### config.mk
export PLATFORM = sky130hd
export DESIGN_NAME = pixel_frame_scheduler
export DESIGN_NICKNAME = d
export VERILOG_FILES = /design/src/rtl/pixel_pkg.sv /design/src/rtl/pixel_scale.sv /design/src/rtl/pixel_frame_scheduler.sv
export SDC_FILE = /design/constraint.sdc
export NUM_CORES = 1
export LEC_CHECK = 0
export CAP_MARGIN = 5
export CORE_MARGIN = 2
export CORE_UTILIZATION = 30
export DETAILED_ROUTE_END_ITERATION = 10
export GPL_TIMING_DRIVEN = 1
export PLACE_DENSITY_LB_ADDON = 0.12
export SYNTH_ARGS = -nofsm -noshare
export SYNTH_HDL_FRONTEND = slang
export SYNTH_SLANG_ARGS = --single-unit
### constraint.sdc
create_clock -name clk -period 4.8 [get_ports clk]
set_input_delay 0.72 -clock clk [delete_from_list [all_inputs] [get_ports clk]]
set_output_delay 0.72 -clock clk [all_outputs]
set_load 0.03 [all_outputs]
### src/rtl/pixel_pkg.sv
// Shared definitions for the LED frame scheduler.
//   state_t     : scheduler FSM state encoding
//   COLOR_BITS  : width of one packed pixel word {R,B,G}
//   CHAN_BITS   : width of one color channel
//   *_OFS       : bit offset of each channel inside the pixel word
//   scale_chan  : (c * (brightness+1)) >> 8 for one channel
package pixel_pkg;

    localparam int COLOR_BITS = 24;
    localparam int CHAN_BITS  = 8;
    localparam int R_OFS      = 16;
    localparam int B_OFS      = 8;
    localparam int G_OFS      = 0;

    typedef enum logic [2:0] {
        ST_IDLE      = 3'd0,
        ST_FETCH     = 3'd1,
        ST_WAIT_DATA = 3'd2,
        ST_SEND      = 3'd3,
        ST_LATCH     = 3'd4,
        ST_DONE      = 3'd5
    } state_t;

    // A 9-bit multiplier of brightness+1 makes 255 an exact passthrough
    // and 0 a full blank.
    function automatic logic [CHAN_BITS-1:0] scale_chan(
        input logic [CHAN_BITS-1:0] c,
        input logic [7:0]           b
    );
        logic [8:0]  mult;
        logic [15:0] prod;
        mult = {1'b0, b} + 9'd1;
        prod = {8'd0, c} * {7'd0, mult};
        return CHAN_BITS'(prod >> 8);
    endfunction

endpackage

### src/rtl/pixel_scale.sv
// Combinational 3-channel brightness scaler.
//   i_color [23:0] : packed pixel {R,B,G}
//   i_scale [7:0]  : global brightness
//   o_color [23:0] : scaled pixel, same packing
module pixel_scale
    import pixel_pkg::*;
(
    input  logic [COLOR_BITS-1:0] i_color,
    input  logic [7:0]            i_scale,
    output logic [COLOR_BITS-1:0] o_color
);

    assign o_color[R_OFS +: CHAN_BITS] = scale_chan(i_color[R_OFS +: CHAN_BITS], i_scale);
    assign o_color[B_OFS +: CHAN_BITS] = scale_chan(i_color[B_OFS +: CHAN_BITS], i_scale);
    assign o_color[G_OFS +: CHAN_BITS] = scale_chan(i_color[G_OFS +: CHAN_BITS], i_scale);

endmodule

### src/rtl/pixel_frame_scheduler.sv
// Reads one frame of pixels from a synchronous frame buffer, scales them by
// a global brightness, pushes them to pixel_driver over valid/ready and
// finishes every frame with a single latch/reset command.
//
// Ports:
//   clk, rst_n            : clock, async active-low reset
//   start, continuous     : frame start pulse, auto-restart enable
//   abort                 : stop after the current pixel, then latch
//   brightness [7:0]      : global scale, sampled at each frame start
//   mem_rd_en, mem_addr   : frame-buffer read port (data 1 cycle later)
//   mem_rdata [23:0]      : frame-buffer read data {R,B,G}
//   drv_color/reset/valid : command to pixel_driver, drv_ready back
//   busy                  : frame in progress
//   frame_done            : one-cycle pulse after latch accepted
//
// state     | meaning
// ----------+-----------------------------------------------
// IDLE      | waiting for start
// FETCH     | one-cycle read strobe for pixel idx
// WAIT_DATA | RAM data arriving, capture scaled color
// SEND      | color command valid, waiting for ready
// LATCH     | latch/reset command valid, waiting for ready
// DONE      | frame_done pulse, restart or return to IDLE
module pixel_frame_scheduler
    import pixel_pkg::*;
#(
    parameter int NUM_PIXELS = 64,
    parameter int ADDR_BITS  = 6
)(
    input  logic                  clk,
    input  logic                  rst_n,
    input  logic                  start,
    input  logic                  continuous,
    input  logic                  abort,
    input  logic [7:0]            brightness,
    output logic                  mem_rd_en,
    output logic [ADDR_BITS-1:0]  mem_addr,
    input  logic [COLOR_BITS-1:0] mem_rdata,
    output logic [COLOR_BITS-1:0] drv_color,
    output logic                  drv_reset,
    output logic                  drv_valid,
    input  logic                  drv_ready,
    output logic                  busy,
    output logic                  frame_done
);

    localparam logic [ADDR_BITS-1:0] LAST_IDX = ADDR_BITS'(NUM_PIXELS - 1);

    state_t                  r_state;
    state_t                  w_next;
    logic [ADDR_BITS-1:0]    r_idx;
    logic [7:0]              r_brightness;
    logic [COLOR_BITS-1:0]   r_color;
    logic                    r_reset;
    logic                    r_abort_pending;
    logic [COLOR_BITS-1:0]   w_scaled;
    logic                    w_accept;
    logic                    w_abort_eff;
    logic                    w_end_frame;
    logic                    w_restart;

    pixel_scale u_scale (
        .i_color (mem_rdata),
        .i_scale (r_brightness),
        .o_color (w_scaled)
    );

    // drv_valid depends on state only, so ready never feeds back into valid.
    assign drv_valid   = (r_state == ST_SEND) || (r_state == ST_LATCH);
    assign w_accept    = drv_valid && drv_ready;
    // An abort arriving in the accept cycle still counts for this pixel.
    assign w_abort_eff = r_abort_pending || abort;
    assign w_end_frame = (r_idx == LAST_IDX) || w_abort_eff;
    assign w_restart   = continuous && !w_abort_eff;
    assign drv_color   = r_color;
    assign drv_reset   = r_reset;

    always_ff @(posedge clk or negedge rst_n) begin
        if (!rst_n) begin
            r_state <= ST_IDLE;
        end else begin
            r_state <= w_next;
        end
    end

    always_comb begin
        w_next     = r_state;
        mem_rd_en  = 1'b0;
        mem_addr   = '0;
        busy       = (r_state != ST_IDLE);
        frame_done = 1'b0;
        case (r_state)
            ST_IDLE: begin
                if (start) w_next = ST_FETCH;
            end
            ST_FETCH: begin
                mem_rd_en = 1'b1;
                mem_addr  = r_idx;
                w_next    = ST_WAIT_DATA;
            end
            ST_WAIT_DATA: begin
                w_next = ST_SEND;
            end
            ST_SEND: begin
                if (w_accept) w_next = w_end_frame ? ST_LATCH : ST_FETCH;
            end
            ST_LATCH: begin
                if (w_accept) w_next = ST_DONE;
            end
            ST_DONE: begin
                frame_done = 1'b1;
                w_next     = w_restart ? ST_FETCH : ST_IDLE;
            end
            default: begin
                w_next = ST_IDLE;
            end
        endcase
    end

    always_ff @(posedge clk or negedge rst_n) begin
        if (!rst_n) begin
            r_idx           <= '0;
            r_brightness    <= '0;
            r_color         <= '0;
            r_reset         <= 1'b0;
            r_abort_pending <= 1'b0;
        end else begin
            if (r_state == ST_IDLE) begin
                r_abort_pending <= 1'b0;
            end else if (abort) begin
                r_abort_pending <= 1'b1;
            end

            case (r_state)
                ST_IDLE: begin
                    if (start) begin
                        r_brightness <= brightness;
                        r_idx        <= '0;
                    end
                end
                ST_WAIT_DATA: begin
                    r_color <= w_scaled;
                    r_reset <= 1'b0;
                end
                ST_SEND: begin
                    if (w_accept) begin
                        if (w_end_frame) begin
                            r_color <= '0;
                            r_reset <= 1'b1;
                        end else begin
                            r_idx <= r_idx + 1'b1;
                        end
                    end
                end
                ST_DONE: begin
                    r_reset <= 1'b0;
                    if (w_restart) begin
                        r_idx        <= '0;
                        r_brightness <= brightness;
                    end
                end
                default: begin
                end
            endcase
        end
    end

endmodule
; Yosys cells after proc, flatten, opt, wreduce, memory -nomap -nowiden
; Cells that the tools add are included.
; W data, S select, Z words.
[word_totals]
latchBits = 0
rom_bits = 0
ramBits = 0
n_memories = 0
out_inout_bits = 35
register_bits = 43
[classes]
shift = 0
n_mul = 3
div = 0
add_sub_neg = 2
order_cmp = 0
bitwise = 0
eq_ne = 12
reduce_logical = 19
mux = 25
[ops]
columns = op, n
row1 = $mul A8 B9 Y16, 3
row2 = $mux W24, 2
row3 = $pmux W24 S2, 1
row4 = $mux W6, 5
row5 = $pmux W3 S6, 1
row6 = $pmux W6 S3, 1
row7 = $mux W8, 2
row8 = $pmux W8 S2, 1
row9 = $mux W3, 4
row10 = $ne A2 B2 Y1 const B, 6
row11 = $reduce_and A3 Y1, 4
row12 = $add A8 B1 Y9 const B, 1
row13 = $reduce_bool A2 Y1, 4
row14 = $mux W1, 7
row15 = $add A6 B1 Y6 const B, 1
row16 = $eq A3 B2 Y1 const B, 2
row17 = $eq A3 B3 Y1 const B, 2
row18 = $eq A6 B6 Y1 const B, 1
row19 = $reduce_bool A3 Y1, 2
row20 = $reduce_and A5 Y1, 1
row21 = $eq A3 B1 Y1 const B, 1
row22 = $logic_not A3 Y1, 1
row23 = $logic_or A1 B1 Y1, 3
row24 = $logic_and A1 B1 Y1, 2
row25 = 3 further kinds, 3

; Logic depth before layout (Yosys ltp)
; Gate-level depths: netlist (run 1).
[logic_depth]
word_depth = 5
mapped_depth = 20
mapped_depth_nobuf = 19

; By module
; From an unflattened synthesis (run 1), not the netlist that was laid out.
[unflattened]
cells_unflattened = 952
hier_area_um2 = 8499.4
[by_module_without_submodules]
columns = module, cells_each, seq_area_each_um2, n_inst, area_each_um2
row1 = pixel_scale, 741, 0.0, 1, 6427.4
row2 = pixel_frame_scheduler, 211, 1076.0, 1, 2072.0

; Worst setup path after synthesis (run 1)
; No wires, ideal clock.
[synth_timing]
path_kind = register to register
startpoint = reg r_brightness[2]
endpoint = reg r_color[11], in the netlist drv_color[11]
setup_time_ns = 0.122
t_arrival_ns = 5.042
path_stages_with_launch = 20
slack_ns = -0.363
path_cell_list = dfrtp_1 > nand3_1 > nor2_1 > xor2_1 > clkbuf_1 > nand2_1 > fa_1 > fa_1 > inv_1 > fa_1 > inv_1 > fa_1 > inv_1 > ha_1 > a2111oi_4 > o31ai_2 > a41oi_4 > nor2b_1 > or3_1 > a32o_1
[synth_via]
elab_chain_cells = 3
[synth_rtl]
columns = element, line
row1 = start: declaration, pixel_frame_scheduler.sv:52  ; logic [7:0] r_brightness;
row2 = start signal: assignment, pixel_frame_scheduler.sv:137  ; r_brightness <= brightness;
row3 = start signal: assignment, pixel_frame_scheduler.sv:159  ; r_brightness <= brightness;
row4 = $add A8 B1 Y9, pixel_pkg.sv:32  ; mult = {1'b0, b} + 9'd1;
row5 = $mul A8 B9 Y16, pixel_pkg.sv:33  ; prod = {8'd0, c} * {7'd0, mult};
row6 = $pmux W24 S2, pixel_frame_scheduler.sv:134  ; case (r_state)
row7 = end signal: assignment, pixel_frame_scheduler.sv:142  ; r_color <= w_scaled;
row8 = end: declaration, pixel_frame_scheduler.sv:53  ; logic [COLOR_BITS-1:0] r_color;
; No other way between the ends.
; A chain may end at the register's enable or synchronous reset.

; Final worst setup path (run 1)
[layout_timing]
startpoint = in mem_rdata[6]
endpoint = reg r_color[4], in the netlist drv_color[4]
[layout_via]
elab_chain_cells = 2
[layout_rtl]
columns = element, line
row1 = start: declaration, pixel_frame_scheduler.sv:38  ; input logic [COLOR_BITS-1:0] mem_rdata,
row2 = $mul A8 B9 Y16, pixel_pkg.sv:33
row3 = $pmux W24 S2, pixel_frame_scheduler.sv:134
; No other way between the ends.

==> results.json, run 1 <==
{
  "status": "finished, violations left",
  "violations": "setup timing",
  "postSynthCellCount": 864,
  "hpwl_microns": 16500,
  "drtAntennaViolNets": 0,
  "setup_slack_ns": -0.237,
  "ys_seq_area_share_pct": 13.3,
  "end_kind": "flop",
  "firstDrtPassIters": 4,
  "synth_top_area_share_pct": 29.7,
  "syn2layout_area_growth_pct": 32.2,
  "start_util_pct": 30.3,
  "grt_antenna_before_repair": 0,
  "period_share_pct": 105,
  "cts_sinks": 43,
  "core_area_sq_mm": 0.0267,
  "slew_headroom_pct": 35.5,
  "hold_violations": 0,
  "path_max_fanout": 9,
  "grt_use_total_pct": 15.7,
  "cp_data_required_time_ns": 4.99,
  "gp_congestion": 0.770,
  "post-synth-top-area-cell": "fa_1",
  "grt_pass1_wl_microns": 35500,
  "grt.overflow.total": 0,
  "synth_area_leaders": "fa_1, ha_1, dfrtp_1",
  "cts-root-buf": "clkbuf_16",
  "clockBufferDepth": 2,
  "path_clk_slew_ns": 0.08,
  "fin_skew_ns": 0.00665,
  "cp-startpoint": "mem_rdata[6]",
  "cp-start-kind": "primary input",
  "syn_area_sq_mm": 0.00809,
  "synth_edf_count": 0,
  "worst_hold_path_type": "reg2reg",
  "min_period_ns": 5.04,
  "rows": 60,
  "worstSkewPairLatency_ns": 0.30,
  "cts_tree": "done",
  "synth_ff_type": "dfrtp_1",
  "routed_wl_microns": 20700,
  "synth.distinct_cells": 47,
  "ios": 73,
  "ctsHtreeMaxLevel": 2,
  "postSynthNetCount": 1120,
  "num_vias": 6235,
  "syn_area_per_cell_sq_um": 9.36,
  "vias_per_cell": 4.49,
  "diodes": 0,
  "ys_ff_latch": 43,
  "drc": 0,
  "grt_setup_unrepaired": "yes",
  "yosys_warnings": 0,
  "critPathKind": "in2reg",
  "die_area_sq_mm": 0.0283,
  "fmax_mhz": 199,
  "setup_viol": 18,
  "cts_made_buffers": 5,
  "drv_slew": 0,
  "grt_pass1_vias": 6735,
  "async_flop_share_pct": 100,
  "arrival_ns": 5.23,
  "tns_ns": -2.95,
  "die_y_microns": 168,
  "holdCritStartpoint": "drv_color[3]",
  "worstMarginPinSlew_ns": 0.967,
  "nets": 1304,
  "reg2reg_from": "r_brightness[0]",
  "hold_buffers": 0,
  "wl_per_cell_microns": 14.9,
  "portBuffers": 72,
  "cap_violations": 0,
  "grt_max_degree": 44,
  "drive_gt1_share_pct": 20.2,
  "dieWidth_microns": 168,
  "drtIter0Drc": 219
}
[timing repair]
| action | CTS | global route |
|---|---|---|
| resized for setup | 54 | 11 |
| pin swaps | 41 | 8 |
| setup endpoints to repair | 22 | 24 |
| setup buffers | 20 | 5 |
[logic make-up after synthesis]
logic type               after synthesis  synth area share [%]
AND/OR/NAND/NOR                      300                  20.4
flip-flops                            43                  13.3
multiplexers                           8                  1.11
AO/OA/AOI/OAI                         87                  8.44
XOR/XNOR                              34                  3.68
adder cells (fa/ha/maj)              218                  44.8
buffers and inverters                174                  8.18
[cell type report]
class | count | area [sq um]
Multi-Input combinational cell | 647 | 6720
Clock inverter | 2 | 13.8
Fill cell | 2720 | 16000
Tap cell | 341 | 427
Clock buffer | 6 | 139
Timing Repair Buffer | 203 | 1750
Sequential cell | 43 | 1080
Inverter | 148 | 556
[layout by cell type, fill, tap and decap left out, types with 5 or more instances in the layout]
| master | instances |
|---|---|
| and2_1 | 150 |
| inv_1 | 147 |
| buf_4 | 121 |
| fa_1 | 114 |
| ha_1 | 90 |
| clkdlybuf4s50_1 | 68 |
| nand2_1 | 62 |
| dfrtp_1 | 39 |
| xnor2_1 | 23 |
| nor2b_1 | 19 |
| a22o_1 | 17 |
| nor2_1 | 15 |
| a21oi_1 | 14 |
| nand3_1 | 11 |
| o21ai_0 | 10 |
| a21o_1 | 9 |
| mux2_2 | 8 |
| buf_6 | 7 |
| fa_2 | 6 |
| ha_4 | 6 |
| nand2b_1 | 5 |
| o211ai_1 | 5 |
| xor2_1 | 5 |
| a32o_1 | 5 |
| clkbuf_16 | 5 |
[per-stage QoR]
| stage | setup WS [ns] | hold WS [ns] | util [%] | cells | cell area (sq um) |
|---|---|---|---|---|---|
| finish | -0.237 | 0.492 | 40.0 | 1390 | 10700 |
| global route | -0.487 | 0.514 | 40.0 | 1390 | 10700 |
| CTS | -0.288 | 0.501 | 39.7 | 1386 | 10600 |
| detailed placement | -0.729 | 0.483 | 37.7 | 1358 | 10100 |
| global placement | -0.691 | 0.480 | 37.7 | 1358 | 10100 |
| floorplan | -0.0546 | 0.424 | - | 864 | 8240 |
[cell usage after synthesis, types with 2 or more instances]
library cell and instances:
and2_1 154, inv_1 148, fa_1 120, ha_1 98, nand2_1 65, dfrtp_1 43
xnor2_1 26, clkbuf_1 24, nor2b_1 20, nor2_1 18, a21oi_1 17, a22o_1 17
nand3_1 15, o21ai_0 13, a21o_1 9, mux2_2 8, xor2_1 8, a32o_1 5
and3_1 5, nand2b_1 5, o211ai_1 5, nor3_1 4, or3_1 4, nand4_1 3
o31ai_1 3, a211oi_1 2, a31oi_1 2, o31ai_2 2, o41ai_1 2, or2_2 2
[path summary, 6_finish.rpt]
check                                  end  slack [ns]  cells after the start
max                           drv_color[4]       -0.24                     16
min                           drv_color[3]        0.49                      2
max reg2reg                  drv_color[21]       -0.22                     18
min reg2reg                   drv_color[3]        0.49                      2
max in group asynchronous  r_brightness[0]        3.81                      2
min in group asynchronous     drv_color[9]        0.53                      2
[registers in the layout (all words and copies together), names as in the netlist]
register         cells
drv_color           24
r_brightness         8
r_idx                6
r_state              3
drv_reset            1
r_abort_pending      1
[metal layers]
metal	GRT usage, %	vias to the layer above	share of wire [%]
met1	23.3	3059	51
met4	2.55	0	0.90
met3	1.55	8	2.4
met2	25.2	76	45
li1	-	3092	-
met5	0	-	0
[critical path, stage by stage]
cell	delay [ns]
clkdlybuf4s50_1	0.63
nand2_1	0.12
fa_1	0.52
fa_1	0.55
inv_1	0.05
fa_1	0.53
inv_1	0.06
fa_1	0.52
inv_1	0.04
ha_1	0.31
a21o_1	0.19
a221oi_4	0.36
o211ai_1	0.15
buf_4	0.15
xor2_1	0.13
a22o_1	0.20
Power of run 1 is left out: the tool's default activity adds up to more than one toggle a clock period on the data nets, which glitch-free logic cannot reach.
==> run 2, diff against run 1 <==
Settings changed: ABC_AREA set to 1, CAP_MARGIN 5 to unset, SLEW_MARGIN set to 20.
==> results.json, run 2 <==
{
  "status": "complete, no violations",
  "syn2layout_area_growth_pct": 29.3,
  "syn_area_per_cell_sq_um": 7.09,
  "synth_top_family_by_area": "adder cells",
  "drc": 0,
  "gp_congestion": 0.837,
  "die_y_microns": 174,
  "finalNonFillerCells": 1769,
  "critPathKind": "reg2reg",
  "yosysMostFrequentCell": "nand2_1",
  "grtUsageMet3_pct": 1.53,
  "firstDrtPassIters": 5,
  "final_common_cell": "nand2_1",
  "cp_num_buf_inv": 3,
  "grt_antenna_before_repair": 0,
  "drive_gt1_share_pct": 14.9,
  "fin_skew_ns": 0.0143,
  "fmax_mhz": 217,
  "hold_violations": 0,
  "crit_slowest_cell": "fa_1",
  "postSynthCellCount": 1225,
  "arrival_ns": 4.79,
  "nets": 1640,
  "start_util_pct": 30.4,
  "synth_ff_type": "dfrtp_1",
  "grt_pass1_wl_microns": 41000,
  "diodes": 0,
  "post-synth-top-area-cell": "fa_1",
  "synth.distinct_cells": 32,
  "cap_violations": 0,
  "cts_sinks": 43,
  "die_area_sq_mm": 0.0303,
  "largest_reg_flops": 24,
  "synth_adder_area_share_pct": 41.8,
  "wl_per_cell_microns": 13.6,
  "top_usage_layer": "met2",
  "met1_usage_pct": 22.9,
  "muxShareOfSynthArea_pct": 0,
  "synth_xor_area_share_pct": 0.806,
  "end_kind": "flop",
  "dieWidth_microns": 174,
  "ys_seq_area_share_pct": 12.4,
  "fillers": 3038,
  "rows": 62,
  "synth_top_area_share_pct": 27.6,
  "gr-usage-met2_pct": 28.6,
  "cts_tree": "done",
  "period_share_pct": 95.8,
  "worstMarginPinSlew_ns": 0.774,
  "cp_top_family": "adder cells",
  "grt_max_degree": 44,
  "drtIter0Drc": 325,
  "postSynthNetCount": 1481,
  "ctsHtreeMaxLevel": 2,
  "critPathMaxStageDelay_ns": 0.55,
  "path_max_fanout": 9,
  "syn_area_sq_mm": 0.00869,
  "final_cell_mix": "nand2_1, inv_1, nor2_1",
  "synth_commonest_cells": "nand2_1, inv_1, nor2_1",
  "hpwl_microns": 19800,
  "grt_pass1_vias": 8310,
  "cts_made_buffers": 5,
  "hold_buffers": 0,
  "synthSimpleGateAreaFrac_pct": 27.9,
  "min_period_ns": 4.60,
  "worstSkewPairLatency_ns": 0.31,
  "synth_compound_area_share_pct": 4.98,
  "synth_area_leaders": "fa_1, ha_1, nand2_1",
  "slew_headroom_pct": 48.3,
  "synth_edf_count": 0,
  "grt.overflow.total": 0,
  "ios": 73,
  "grt_setup_unrepaired": "yes",
  "vias_per_cell": 4.53,
  "ys_ff_latch": 43,
  "path_clk_slew_ns": 0.08,
  "clockBufferDepth": 2,
  "cp_data_required_time_ns": 4.99,
  "routed_wl_microns": 24100,
  "async_flop_share_pct": 100,
  "grt_use_total_pct": 16.6,
  "num_vias": 8006,
  "cp-start-kind": "flop",
  "portBuffers": 72,
  "drv_slew": 0,
  "whs_ns": 0.477,
  "drtAntennaViolNets": 0,
  "core_area_sq_mm": 0.0286,
  "crit_chain": "ha_2 > nand2_2 > nor2_2 > nand2_2 > nor2_2 > or2_2 > nand2_4 > buf_12 > nor2_1 > fa_1 > fa_1 > fa_1 > inv_1 > fa_1 > inv_1 > ha_4 > nand2_2 > nor4_2 > nand2_1 > nand2_1 > nand2_1 > nand3_1 > nand2_1",
  "cts-root-buf": "clkbuf_16",
  "dpl.cell_count": 1757,
  "yosys_warnings": 0,
  "setup_viol": 0,
  "worst_hold_path_type": "reg2reg"
}
==> run 2: final cells by class <==
type                            instances  area (sq um)  share of cell area [%]
Timing Repair Buffer                  171          1500                    13.3
Clock inverter                          3          47.5                   0.423
Multi-Input combinational cell        906          7040                    62.6
Clock buffer                            5           125                    1.11
Inverter                              257           972                    8.65
Tap cell                              384           480                    4.28
Sequential cell                        43          1080                    9.58
==> run 2: worst register-to-register path, delay by kind of cell, from the launching register on <==
kind	cells	cell delay, ns
adder cells (fa/ha/maj)	6	2.52
buffers and inverters	3	0.24
flip-flops	1	0.39
AND/OR/NAND/NOR	14	1.33
==> run 2: logic make-up (layout without fill, tap and decap cells) <==
group,after synthesis,count (layout)
flip-flops,43,43
buffers and inverters,276,436
AO/OA/AOI/OAI,84,84
XOR/XNOR,8,8
adder cells (fa/ha/maj),218,218
AND/OR/NAND/NOR,596,596
==> run 2: worst paths after layout <==
kind | from | end | slack [ns] | depth (start not counted)
setup / recovery | r_brightness[0] | drv_color[7] | 0.20 | 23
hold / removal | drv_color[13] | drv_color[13] | 0.48 | 2
setup reg to reg | r_brightness[0] | drv_color[7] | 0.20 | 23
hold reg to reg | drv_color[13] | drv_color[13] | 0.48 | 2
max in group asynchronous | rst_n | drv_color[0] | 3.84 | 2
min in group asynchronous | rst_n | drv_color[8] | 0.50 | 2
==> run 2: through the flow <==
stage	util, %	cell area, sq um	setup WS (ns)	TNS [ns]
floorplan	-	8690	0.0767	0
global placement	36.8	10500	-0.130	-1.29
detailed placement	36.8	10500	-0.173	-1.55
CTS	37.5	10700	-0.0138	-0.0138
global route	39.3	11200	-0.0499	-0.134
finish	39.3	11200	0.202	0
==> run 2: what timing repair did <==
item / in CTS / in global routing
gates resized for setup: 6 / 114
gates cloned: 0 / 0
setup endpoints to repair: 6 / 22
pin swaps: 2 / 29
buffers inserted: 2 / 2
==> run 2: metal layers <==
| layer | wire, microns | up-vias |
|---|---|---|
| li1 | - | 4027 |
| met1 | 11800 | 3866 |
| met2 | 11400 | 99 |
| met3 | 584 | 14 |
| met4 | 291 | 0 |
| met5 | 0 | - |
Power of run 2 is left out for the same reason.
